==> src/rtl/mem_stage_pkg.sv <==
// Shared definitions for the memory stage: access size codes, FSM state
// encoding and the lane/byte-enable helpers used by the top and load_extend.
package mem_stage_pkg;

    // RV32 funct3 size/sign codes. Stores reuse the load encodings.
    localparam logic [2:0] DM_LB  = 3'b000;
    localparam logic [2:0] DM_LH  = 3'b001;
    localparam logic [2:0] DM_LW  = 3'b010;
    localparam logic [2:0] DM_LBU = 3'b100;
    localparam logic [2:0] DM_LHU = 3'b101;
    localparam logic [2:0] DM_SB  = 3'b000;
    localparam logic [2:0] DM_SH  = 3'b001;
    localparam logic [2:0] DM_SW  = 3'b010;

    typedef enum logic [1:0] {
        SZ_BYTE = 2'd0,
        SZ_HALF = 2'd1,
        SZ_WORD = 2'd2
    } size_e;

    typedef enum logic {
        ST_IDLE = 1'b0,
        ST_WAIT = 1'b1
    } state_e;

    // Decode the access width; any code without a defined meaning is a word.
    function automatic size_e access_size(input logic [2:0] dmtype, input logic is_store);
        size_e sz;
        sz = SZ_WORD;
        if (is_store) begin
            case (dmtype)
                DM_SB:   sz = SZ_BYTE;
                DM_SH:   sz = SZ_HALF;
                default: sz = SZ_WORD;
            endcase
        end else begin
            case (dmtype)
                DM_LB, DM_LBU: sz = SZ_BYTE;
                DM_LH, DM_LHU: sz = SZ_HALF;
                default:       sz = SZ_WORD;
            endcase
        end
        return sz;
    endfunction

    // Lane actually used: misaligned low bits are dropped to the natural boundary.
    function automatic logic [1:0] effective_lane(input size_e sz, input logic [1:0] lo);
        logic [1:0] lane;
        case (sz)
            SZ_BYTE: lane = lo;
            SZ_HALF: lane = {lo[1], 1'b0};
            default: lane = 2'b00;
        endcase
        return lane;
    endfunction

    // True when the address is not naturally aligned for the access width.
    function automatic logic misaligned(input size_e sz, input logic [1:0] lo);
        logic mis;
        case (sz)
            SZ_BYTE: mis = 1'b0;
            SZ_HALF: mis = lo[0];
            default: mis = |lo;
        endcase
        return mis;
    endfunction

    function automatic logic [3:0] lane_mask(input size_e sz, input logic [1:0] lane);
        logic [3:0] be;
        case (sz)
            SZ_BYTE: be = 4'b0001 << lane;
            SZ_HALF: be = 4'b0011 << lane;
            default: be = 4'b1111;
        endcase
        return be;
    endfunction

    // Store data copied into every lane so the byte enables pick the right one.
    function automatic logic [31:0] replicate(input size_e sz, input logic [31:0] data);
        logic [31:0] rep;
        case (sz)
            SZ_BYTE: rep = {4{data[7:0]}};
            SZ_HALF: rep = {2{data[15:0]}};
            default: rep = data;
        endcase
        return rep;
    endfunction

endpackage

==> src/rtl/mem_stage_if.sv <==
// Execute, data-memory and writeback signals of the memory stage.
// MEM_MISALIGN_TRAP_EN adds the mem_exc writeback flag.
interface mem_stage_if;

    logic        ex_valid;
    logic [31:0] ex_c;
    logic [31:0] ex_rs2;
    logic [4:0]  ex_rd;
    logic        ex_rwe;
    logic        ex_mrd;
    logic        ex_mwr;
    logic [2:0]  ex_dmtype;
    logic        ex_ready;

    logic        dm_req;
    logic        dm_we;
    logic [31:0] dm_addr;
    logic [3:0]  dm_be;
    logic [31:0] dm_wdata;
    logic [31:0] dm_rdata;
    logic        dm_ack;

    logic        wb_valid;
    logic [4:0]  wb_rd;
    logic        wb_we;
    logic [31:0] wb_data;
`ifdef MEM_MISALIGN_TRAP_EN
    logic        mem_exc;
`endif

    // Memory stage side.
    modport slave (
        input  ex_valid, ex_c, ex_rs2, ex_rd, ex_rwe, ex_mrd, ex_mwr, ex_dmtype,
        input  dm_rdata, dm_ack,
        output ex_ready,
        output dm_req, dm_we, dm_addr, dm_be, dm_wdata,
        output wb_valid, wb_rd, wb_we, wb_data
`ifdef MEM_MISALIGN_TRAP_EN
        , output mem_exc
`endif
    );

    // Pipeline / memory environment side.
    modport master (
        output ex_valid, ex_c, ex_rs2, ex_rd, ex_rwe, ex_mrd, ex_mwr, ex_dmtype,
        output dm_rdata, dm_ack,
        input  ex_ready,
        input  dm_req, dm_we, dm_addr, dm_be, dm_wdata,
        input  wb_valid, wb_rd, wb_we, wb_data
`ifdef MEM_MISALIGN_TRAP_EN
        , input mem_exc
`endif
    );

endinterface

==> src/rtl/mem_stage_load_extend.sv <==
// Load lane select and sign/zero extension of the data-memory read word.
module load_extend
    import mem_stage_pkg::*;
(
    input  logic [31:0] i_rdata,
    input  logic [1:0]  i_lane,
    input  logic [2:0]  i_dmtype,
    output logic [31:0] o_data
);

    logic [7:0]  w_bytes  [0:3];
    logic [15:0] w_halves [0:1];
    size_e       w_size;
    logic        w_unsigned;
    logic [7:0]  w_byte_sel;
    logic [15:0] w_half_sel;

    genvar gi;
    generate
        for (gi = 0; gi < 4; gi++) begin : g_bytes
            assign w_bytes[gi] = i_rdata[8*gi +: 8];
        end
        for (gi = 0; gi < 2; gi++) begin : g_halves
            assign w_halves[gi] = i_rdata[16*gi +: 16];
        end
    endgenerate

    assign w_size     = access_size(i_dmtype, 1'b0);
    assign w_unsigned = i_dmtype[2];
    assign w_byte_sel = w_bytes[i_lane];
    assign w_half_sel = w_halves[i_lane[1]];

    // Pick the addressed lane and extend it to 32 bits.
    always_comb begin
        o_data = i_rdata;
        case (w_size)
            SZ_BYTE: o_data = w_unsigned ? {24'd0, w_byte_sel} : {{24{w_byte_sel[7]}}, w_byte_sel};
            SZ_HALF: o_data = w_unsigned ? {16'd0, w_half_sel} : {{16{w_half_sel[15]}}, w_half_sel};
            default: o_data = i_rdata;
        endcase
    end

endmodule

==> src/rtl/mem_stage.sv <==
// RV32 memory stage: passes ALU results through in one cycle and runs loads
// and stores as a req/ack transaction on the data-memory port.
// MEM_MISALIGN_TRAP_EN: misaligned half/word accesses raise mem_exc instead
// of being silently aligned.
module mem_stage
    import mem_stage_pkg::*;
(
    input  logic       clk,
    input  logic       rst,
    mem_stage_if.slave bus
);

    state_e      r_state;
    state_e      w_state_next;
    logic        w_ex_ready;
    logic        w_dm_req;

    // Access latched on acceptance and held for the whole WAIT.
    logic        r_we;
    logic [31:0] r_addr;
    logic [3:0]  r_be;
    logic [31:0] r_wdata;
    logic [1:0]  r_lane;
    logic [2:0]  r_dmtype;
    logic [4:0]  r_rd;
    logic        r_rwe;

    logic        r_wb_valid;
    logic [4:0]  r_wb_rd;
    logic        r_wb_we;
    logic [31:0] r_wb_data;
`ifdef MEM_MISALIGN_TRAP_EN
    logic        r_mem_exc;
`endif

    logic        w_is_mem;
    logic        w_is_store;
    size_e       w_size;
    logic [1:0]  w_lane;
    logic        w_trap;
    logic [31:0] w_load_data;

    // A request with both load and store set is treated as a store.
    assign w_is_mem   = bus.ex_mrd | bus.ex_mwr;
    assign w_is_store = bus.ex_mwr;
    assign w_size     = access_size(bus.ex_dmtype, w_is_store);
    assign w_lane     = effective_lane(w_size, bus.ex_c[1:0]);

`ifdef MEM_MISALIGN_TRAP_EN
    assign w_trap = w_is_mem & misaligned(w_size, bus.ex_c[1:0]);
`else
    assign w_trap = 1'b0;
`endif

    // Next-state and handshake outputs.
    always_comb begin
        w_state_next = r_state;
        w_ex_ready   = 1'b0;
        w_dm_req     = 1'b0;
        case (r_state)
            ST_IDLE: begin
                w_ex_ready = 1'b1;
                if (bus.ex_valid && w_is_mem && !w_trap) begin
                    w_state_next = ST_WAIT;
                end
            end
            ST_WAIT: begin
                w_dm_req = 1'b1;
                if (bus.dm_ack) begin
                    w_state_next = ST_IDLE;
                end
            end
            default: w_state_next = ST_IDLE;
        endcase
    end

    // State register; reset aborts any access in flight.
    always_ff @(posedge clk) begin
        if (rst) begin
            r_state <= ST_IDLE;
        end else begin
            r_state <= w_state_next;
        end
    end

    // Capture address, enables and store data when an access is accepted.
    always_ff @(posedge clk) begin
        if (rst) begin
            r_we     <= 1'b0;
            r_addr   <= 32'd0;
            r_be     <= 4'd0;
            r_wdata  <= 32'd0;
            r_lane   <= 2'd0;
            r_dmtype <= 3'd0;
            r_rd     <= 5'd0;
            r_rwe    <= 1'b0;
        end else if (r_state == ST_IDLE && bus.ex_valid && w_is_mem && !w_trap) begin
            r_we     <= w_is_store;
            r_addr   <= {bus.ex_c[31:2], 2'b00};
            r_be     <= lane_mask(w_size, w_lane);
            r_wdata  <= replicate(w_size, bus.ex_rs2);
            r_lane   <= w_lane;
            r_dmtype <= bus.ex_dmtype;
            r_rd     <= bus.ex_rd;
            r_rwe    <= bus.ex_rwe;
        end
    end

    load_extend u_load_extend (
        .i_rdata  (bus.dm_rdata),
        .i_lane   (r_lane),
        .i_dmtype (r_dmtype),
        .o_data   (w_load_data)
    );

    // Writeback register: one-cycle pulse per completed instruction.
    always_ff @(posedge clk) begin
        if (rst) begin
            r_wb_valid <= 1'b0;
            r_wb_rd    <= 5'd0;
            r_wb_we    <= 1'b0;
            r_wb_data  <= 32'd0;
`ifdef MEM_MISALIGN_TRAP_EN
            r_mem_exc  <= 1'b0;
`endif
        end else begin
            r_wb_valid <= 1'b0;
`ifdef MEM_MISALIGN_TRAP_EN
            r_mem_exc  <= 1'b0;
`endif
            case (r_state)
                ST_IDLE: begin
                    if (bus.ex_valid && !w_is_mem) begin
                        r_wb_valid <= 1'b1;
                        r_wb_rd    <= bus.ex_rd;
                        r_wb_we    <= bus.ex_rwe;
                        r_wb_data  <= bus.ex_c;
                    end else if (bus.ex_valid && w_trap) begin
                        // Faulting address is reported on wb_data.
                        r_wb_valid <= 1'b1;
                        r_wb_rd    <= bus.ex_rd;
                        r_wb_we    <= 1'b0;
                        r_wb_data  <= bus.ex_c;
`ifdef MEM_MISALIGN_TRAP_EN
                        r_mem_exc  <= 1'b1;
`endif
                    end
                end
                ST_WAIT: begin
                    if (bus.dm_ack) begin
                        r_wb_valid <= 1'b1;
                        r_wb_rd    <= r_rd;
                        if (r_we) begin
                            r_wb_we   <= 1'b0;
                            r_wb_data <= 32'd0;
                        end else begin
                            r_wb_we   <= r_rwe;
                            r_wb_data <= w_load_data;
                        end
                    end
                end
                default: r_wb_valid <= 1'b0;
            endcase
        end
    end

    assign bus.ex_ready = w_ex_ready;
    assign bus.dm_req   = w_dm_req;
    assign bus.dm_we    = r_we;
    assign bus.dm_addr  = r_addr;
    assign bus.dm_be    = r_be;
    assign bus.dm_wdata = r_wdata;
    assign bus.wb_valid = r_wb_valid;
    assign bus.wb_rd    = r_wb_rd;
    assign bus.wb_we    = r_wb_we;
    assign bus.wb_data  = r_wb_data;
`ifdef MEM_MISALIGN_TRAP_EN
    assign bus.mem_exc  = r_mem_exc;
`endif

endmodule

==> src/flat_wrapper.sv <==
// flat-port wrapper written by rule: the top's interface ports become plain ports
module mem_stage_flat import mem_stage_pkg::*;
  (clk, rst, bus_ex_valid, bus_ex_c, bus_ex_rs2, bus_ex_rd, bus_ex_rwe, bus_ex_mrd, bus_ex_mwr, bus_ex_dmtype, bus_dm_rdata, bus_dm_ack, bus_ex_ready, bus_dm_req, bus_dm_we, bus_dm_addr, bus_dm_be, bus_dm_wdata, bus_wb_valid, bus_wb_rd, bus_wb_we, bus_wb_data);
  mem_stage_if bus_i ();
  input  logic clk;
  input  logic rst;
  input wire logic [$bits(bus_i.ex_valid)-1:0] bus_ex_valid;
  input wire logic [$bits(bus_i.ex_c)-1:0] bus_ex_c;
  input wire logic [$bits(bus_i.ex_rs2)-1:0] bus_ex_rs2;
  input wire logic [$bits(bus_i.ex_rd)-1:0] bus_ex_rd;
  input wire logic [$bits(bus_i.ex_rwe)-1:0] bus_ex_rwe;
  input wire logic [$bits(bus_i.ex_mrd)-1:0] bus_ex_mrd;
  input wire logic [$bits(bus_i.ex_mwr)-1:0] bus_ex_mwr;
  input wire logic [$bits(bus_i.ex_dmtype)-1:0] bus_ex_dmtype;
  input wire logic [$bits(bus_i.dm_rdata)-1:0] bus_dm_rdata;
  input wire logic [$bits(bus_i.dm_ack)-1:0] bus_dm_ack;
  output wire logic [$bits(bus_i.ex_ready)-1:0] bus_ex_ready;
  output wire logic [$bits(bus_i.dm_req)-1:0] bus_dm_req;
  output wire logic [$bits(bus_i.dm_we)-1:0] bus_dm_we;
  output wire logic [$bits(bus_i.dm_addr)-1:0] bus_dm_addr;
  output wire logic [$bits(bus_i.dm_be)-1:0] bus_dm_be;
  output wire logic [$bits(bus_i.dm_wdata)-1:0] bus_dm_wdata;
  output wire logic [$bits(bus_i.wb_valid)-1:0] bus_wb_valid;
  output wire logic [$bits(bus_i.wb_rd)-1:0] bus_wb_rd;
  output wire logic [$bits(bus_i.wb_we)-1:0] bus_wb_we;
  output wire logic [$bits(bus_i.wb_data)-1:0] bus_wb_data;
  assign bus_i.ex_valid = bus_ex_valid;
  assign bus_i.ex_c = bus_ex_c;
  assign bus_i.ex_rs2 = bus_ex_rs2;
  assign bus_i.ex_rd = bus_ex_rd;
  assign bus_i.ex_rwe = bus_ex_rwe;
  assign bus_i.ex_mrd = bus_ex_mrd;
  assign bus_i.ex_mwr = bus_ex_mwr;
  assign bus_i.ex_dmtype = bus_ex_dmtype;
  assign bus_i.dm_rdata = bus_dm_rdata;
  assign bus_i.dm_ack = bus_dm_ack;
  assign bus_ex_ready = bus_i.ex_ready;
  assign bus_dm_req = bus_i.dm_req;
  assign bus_dm_we = bus_i.dm_we;
  assign bus_dm_addr = bus_i.dm_addr;
  assign bus_dm_be = bus_i.dm_be;
  assign bus_dm_wdata = bus_i.dm_wdata;
  assign bus_wb_valid = bus_i.wb_valid;
  assign bus_wb_rd = bus_i.wb_rd;
  assign bus_wb_we = bus_i.wb_we;
  assign bus_wb_data = bus_i.wb_data;
  mem_stage u_core (.clk(clk), .rst(rst), .bus(bus_i));
endmodule
==> config.mk <==
export PLATFORM = sky130hd
export DESIGN_NAME = mem_stage_flat
export DESIGN_NICKNAME = d
export VERILOG_FILES = /design/src/rtl/mem_stage_pkg.sv /design/src/rtl/mem_stage_if.sv /design/src/rtl/mem_stage_load_extend.sv /design/src/rtl/mem_stage.sv /design/src/flat_wrapper.sv
export SDC_FILE = /design/constraint.sdc
export NUM_CORES = 1
export LEC_CHECK = 0
export ABC_AREA = 1
export ABC_CLOCK_PERIOD_IN_PS = 1830
export CAP_MARGIN = 20
export CORE_MARGIN = 2
export CORE_UTILIZATION = 35
export CTS_CLUSTER_DIAMETER = 80
export DETAILED_ROUTE_END_ITERATION = 12
export PLACE_DENSITY = 0.68
export SETUP_SLACK_MARGIN = 0.4
export SKIP_CTS_REPAIR_TIMING = 1
export SYNTH_ARGS = -nofsm -noshare
export SYNTH_HDL_FRONTEND = slang
export SYNTH_SLANG_ARGS = --single-unit
==> constraint.sdc <==
create_clock -name clk -period 1.83 [get_ports clk]
set_input_delay 0.366 -clock clk [delete_from_list [all_inputs] [get_ports clk]]
set_output_delay 0.366 -clock clk [all_outputs]
set_load 0.01 [all_outputs]
==> flow_metrics.env <==
export IMPL_endpoint_kind="flip-flop"
export IMPL_cts_root_buf="clkbuf_16"
export IMPL_worstSkewPairLatency_ps=420
export IMPL_grt_pass1_vias=5551
export IMPL_cts_tree="built"
export IMPL_io_pins=221
export IMPL_layout_setup_ws_ps=330
export IMPL_cp_arrival_ps=1840
export IMPL_preCtsSetupSlack_ps=-55.5
export IMPL_post_route_drc_count=0
export IMPL_clkSinkCount=118
export IMPL_hpwl_mm=13.2
export IMPL_cp_required_ps=2170
export IMPL_synthesis_area_um2=5320
export IMPL_yosysWarnings=0
export IMPL_setup_viol=0
export IMPL_num_antenna_cells=0
export IMPL_syn_inst=766
export IMPL_drt_iter0_markers=381
export IMPL_status="completed"
export IMPL_syn_area_per_cell_um2=6.94
export IMPL_hold_viol_final=0
export IMPL_wire_per_inst_um=16.8
export IMPL_cellPowerDensity_nw_per_um2=883
export IMPL_gp_congestion=0.873
export IMPL_vias=6162
export IMPL_ant_nets=0
export IMPL_nets=1123
export IMPL_ff2ff_setup_slack_ps=330
export IMPL_crit_path_max_fanout=8
export IMPL_cap_violations=0
export IMPL_crit_type="reg -> reg"
export IMPL_drive_gt1_frac=0.189
export IMPL_io_buffers=218
export IMPL_yosys_area_top_type="dfxtp_1"
export IMPL_fin_cells=1212
export IMPL_grt_pass1_wl_mm=29.1
export IMPL_grt_overflow=0
export IMPL_antenna_found_initial=0
export IMPL_num_rows=45
export IMPL_period_share=0.820
export IMPL_fmax_mhz=667
export IMPL_finalSetupTns_ps=0
export IMPL_cts_made_buffers=17
export IMPL_dpl_cell_count=1149
export IMPL_drv_slew=0
export IMPL_synth_top_area_share=0.444
export IMPL_core_um2=15000
export IMPL_fill_cells=1235
export IMPL_synthTopCellsByArea="dfxtp_1 44%, nand2_1 12%, o21ai_0 11%, nor2_1 9.3%, a21oi_1 7.2%"
export IMPL_grt_usage=0.225
export IMPL_drt_pass1_iter_count=8
export IMPL_startpoint_type="flip-flop"
export IMPL_peakVddDrop_uv=633
export IMPL_drt_wl_total_mm=20.4
export IMPL_hp_class="in -> reg"
export IMPL_viasPerCell=5.08
export IMPL_start_util=0.354
export IMPL_utilization=0.639
export IMPL_ys_seq_area_frac=0.444
export IMPL_grt_start_max_net_pins=60
export IMPL_fin_skew_ps=10.5
export IMPL_clockBufferDepth=2
export IMPL_post_route_min_period_ps=1500
export IMPL_path_clk_slew_ps=50
export IMPL_p_leak_nw=5.47
export IMPL_dieHeight_um=127
export IMPL_die_area_um2=16200
export IMPL_final_cell_mix="158 x nand2_1, 114 x dfxtp_1, 112 x dlymetal6s2s_1, 109 x nor2_1, 106 x clkdlybuf4s50_1"
export IMPL_final_common_cell="nand2_1"
export IMPL_rsz0062_at_grt="yes"
export IMPL_synth_seq_cells=118
export IMPL_syn_to_final_growth_pct=80.7
export IMPL_h_tree_depth=4
export IMPL_ys_types=30
export IMPL_die_w_um=127
registers in the layout (all words and copies together), names as in the netlist:
register and flops:
u_core.bus.dm_addr 30, u_core.bus.dm_be 4, u_core.bus.dm_wdata 32, u_core.bus.dm_we 1, u_core.bus.wb_data 32, u_core.bus.wb_rd 5
u_core.bus.wb_valid 1, u_core.bus.wb_we 1, u_core.r_dmtype 3, u_core.r_lane 2, u_core.r_rd 5, u_core.r_rwe 1
u_core.r_state 1
worst max-delay path: stages (launching register included):
cell	delay (ps)
dfxtp_4	380
inv_4	40
buf_6	110
nor2_4	180
buf_12	140
clkinvlp_4	110
buf_12	170
nor2_4	80
nand2_2	60
a21oi_1	160
worst paths after layout:
| path | from | endpoint | cells after the start |
|---|---|---|---|
| setup / recovery | u_core.r_state | u_core.bus.wb_data[25] | 9 |
| hold / removal | bus_ex_dmtype[1] | u_core.r_dmtype[1] | 3 |
| hold reg to reg | u_core.bus.dm_be[0] | u_core.bus.dm_be[0] | 2 |
| setup reg to reg | u_core.r_state | u_core.bus.wb_data[25] | 9 |
where the power goes:
group          internal [W]  leakage, nW  total, W  switching (W)
sequential          0.00279        0.976   0.00291       0.000116
combinational      0.000989         4.19   0.00199        0.00100
clock               0.00241        0.305   0.00359        0.00117
cells by family after synthesis:
group                  Yosys count  synth area share
and+or+nand+nor                336             0.257
buffers and inverters           86            0.0708
AOI/OAI and AO/OA              225             0.227
DFF                            118             0.444
other                            1          0.000705
cell type report:
class | instances | area [um^2] | share of cell area
Sequential cell | 118 | 2370 | 0.247
Inverter | 31 | 130 | 0.0135
Timing Repair inverter | 2 | 15.0 | 0.00156
Tap cell | 188 | 235 | 0.0245
Clock buffer | 23 | 488 | 0.0508
Clock inverter | 8 | 145 | 0.0151
Multi-Input combinational cell | 564 | 2930 | 0.305
Timing Repair Buffer | 278 | 3290 | 0.342
cells in the mapped netlist:
library cell and n:
a31oi_1 15, clkinv_1 1, dfxtp_1 118, conb_1 1, inv_1 27, buf_6 1
nor2_4 1, a211oi_1 2, buf_4 3, nand3_1 25, nor3_4 1, a21oi_2 1
clkbuf_1 33, a21oi_1 77, nand3_4 1, clkinv_4 1, buf_2 15, nand2_4 2
nor2_1 132, a21o_1 1, buf_8 1, nand2_1 169, inv_2 2, o21ai_0 112
a41oi_1 8, nor2_8 1, nand2_2 2, buf_1 2, nor2_2 2, o211ai_1 9
per-stage QoR:
stage / area, um^2 / power, W / hold WS, ps
floorplan: 5320 / 0.00372 / 447
global placement: 7840 / 0.00465 / 451
finish: 9610 / 0.00849 / 347
CTS: 8480 / 0.00826 / 462
global route: 9610 / 0.00883 / 386
detailed placement: 7840 / 0.00466 / 453
metal layers:
metal / vias to the layer above / part of all wire / GRT usage
met4: 0 / 0.025 / 0.0873
li1: 3035 / - / -
met2: 228 / 0.47 / 0.350
met1: 2861 / 0.44 / 0.302
met5: - / 0 / 0
met3: 38 / 0.063 / 0.0561
No activity file was read; power rests on OpenSTA's default activity.
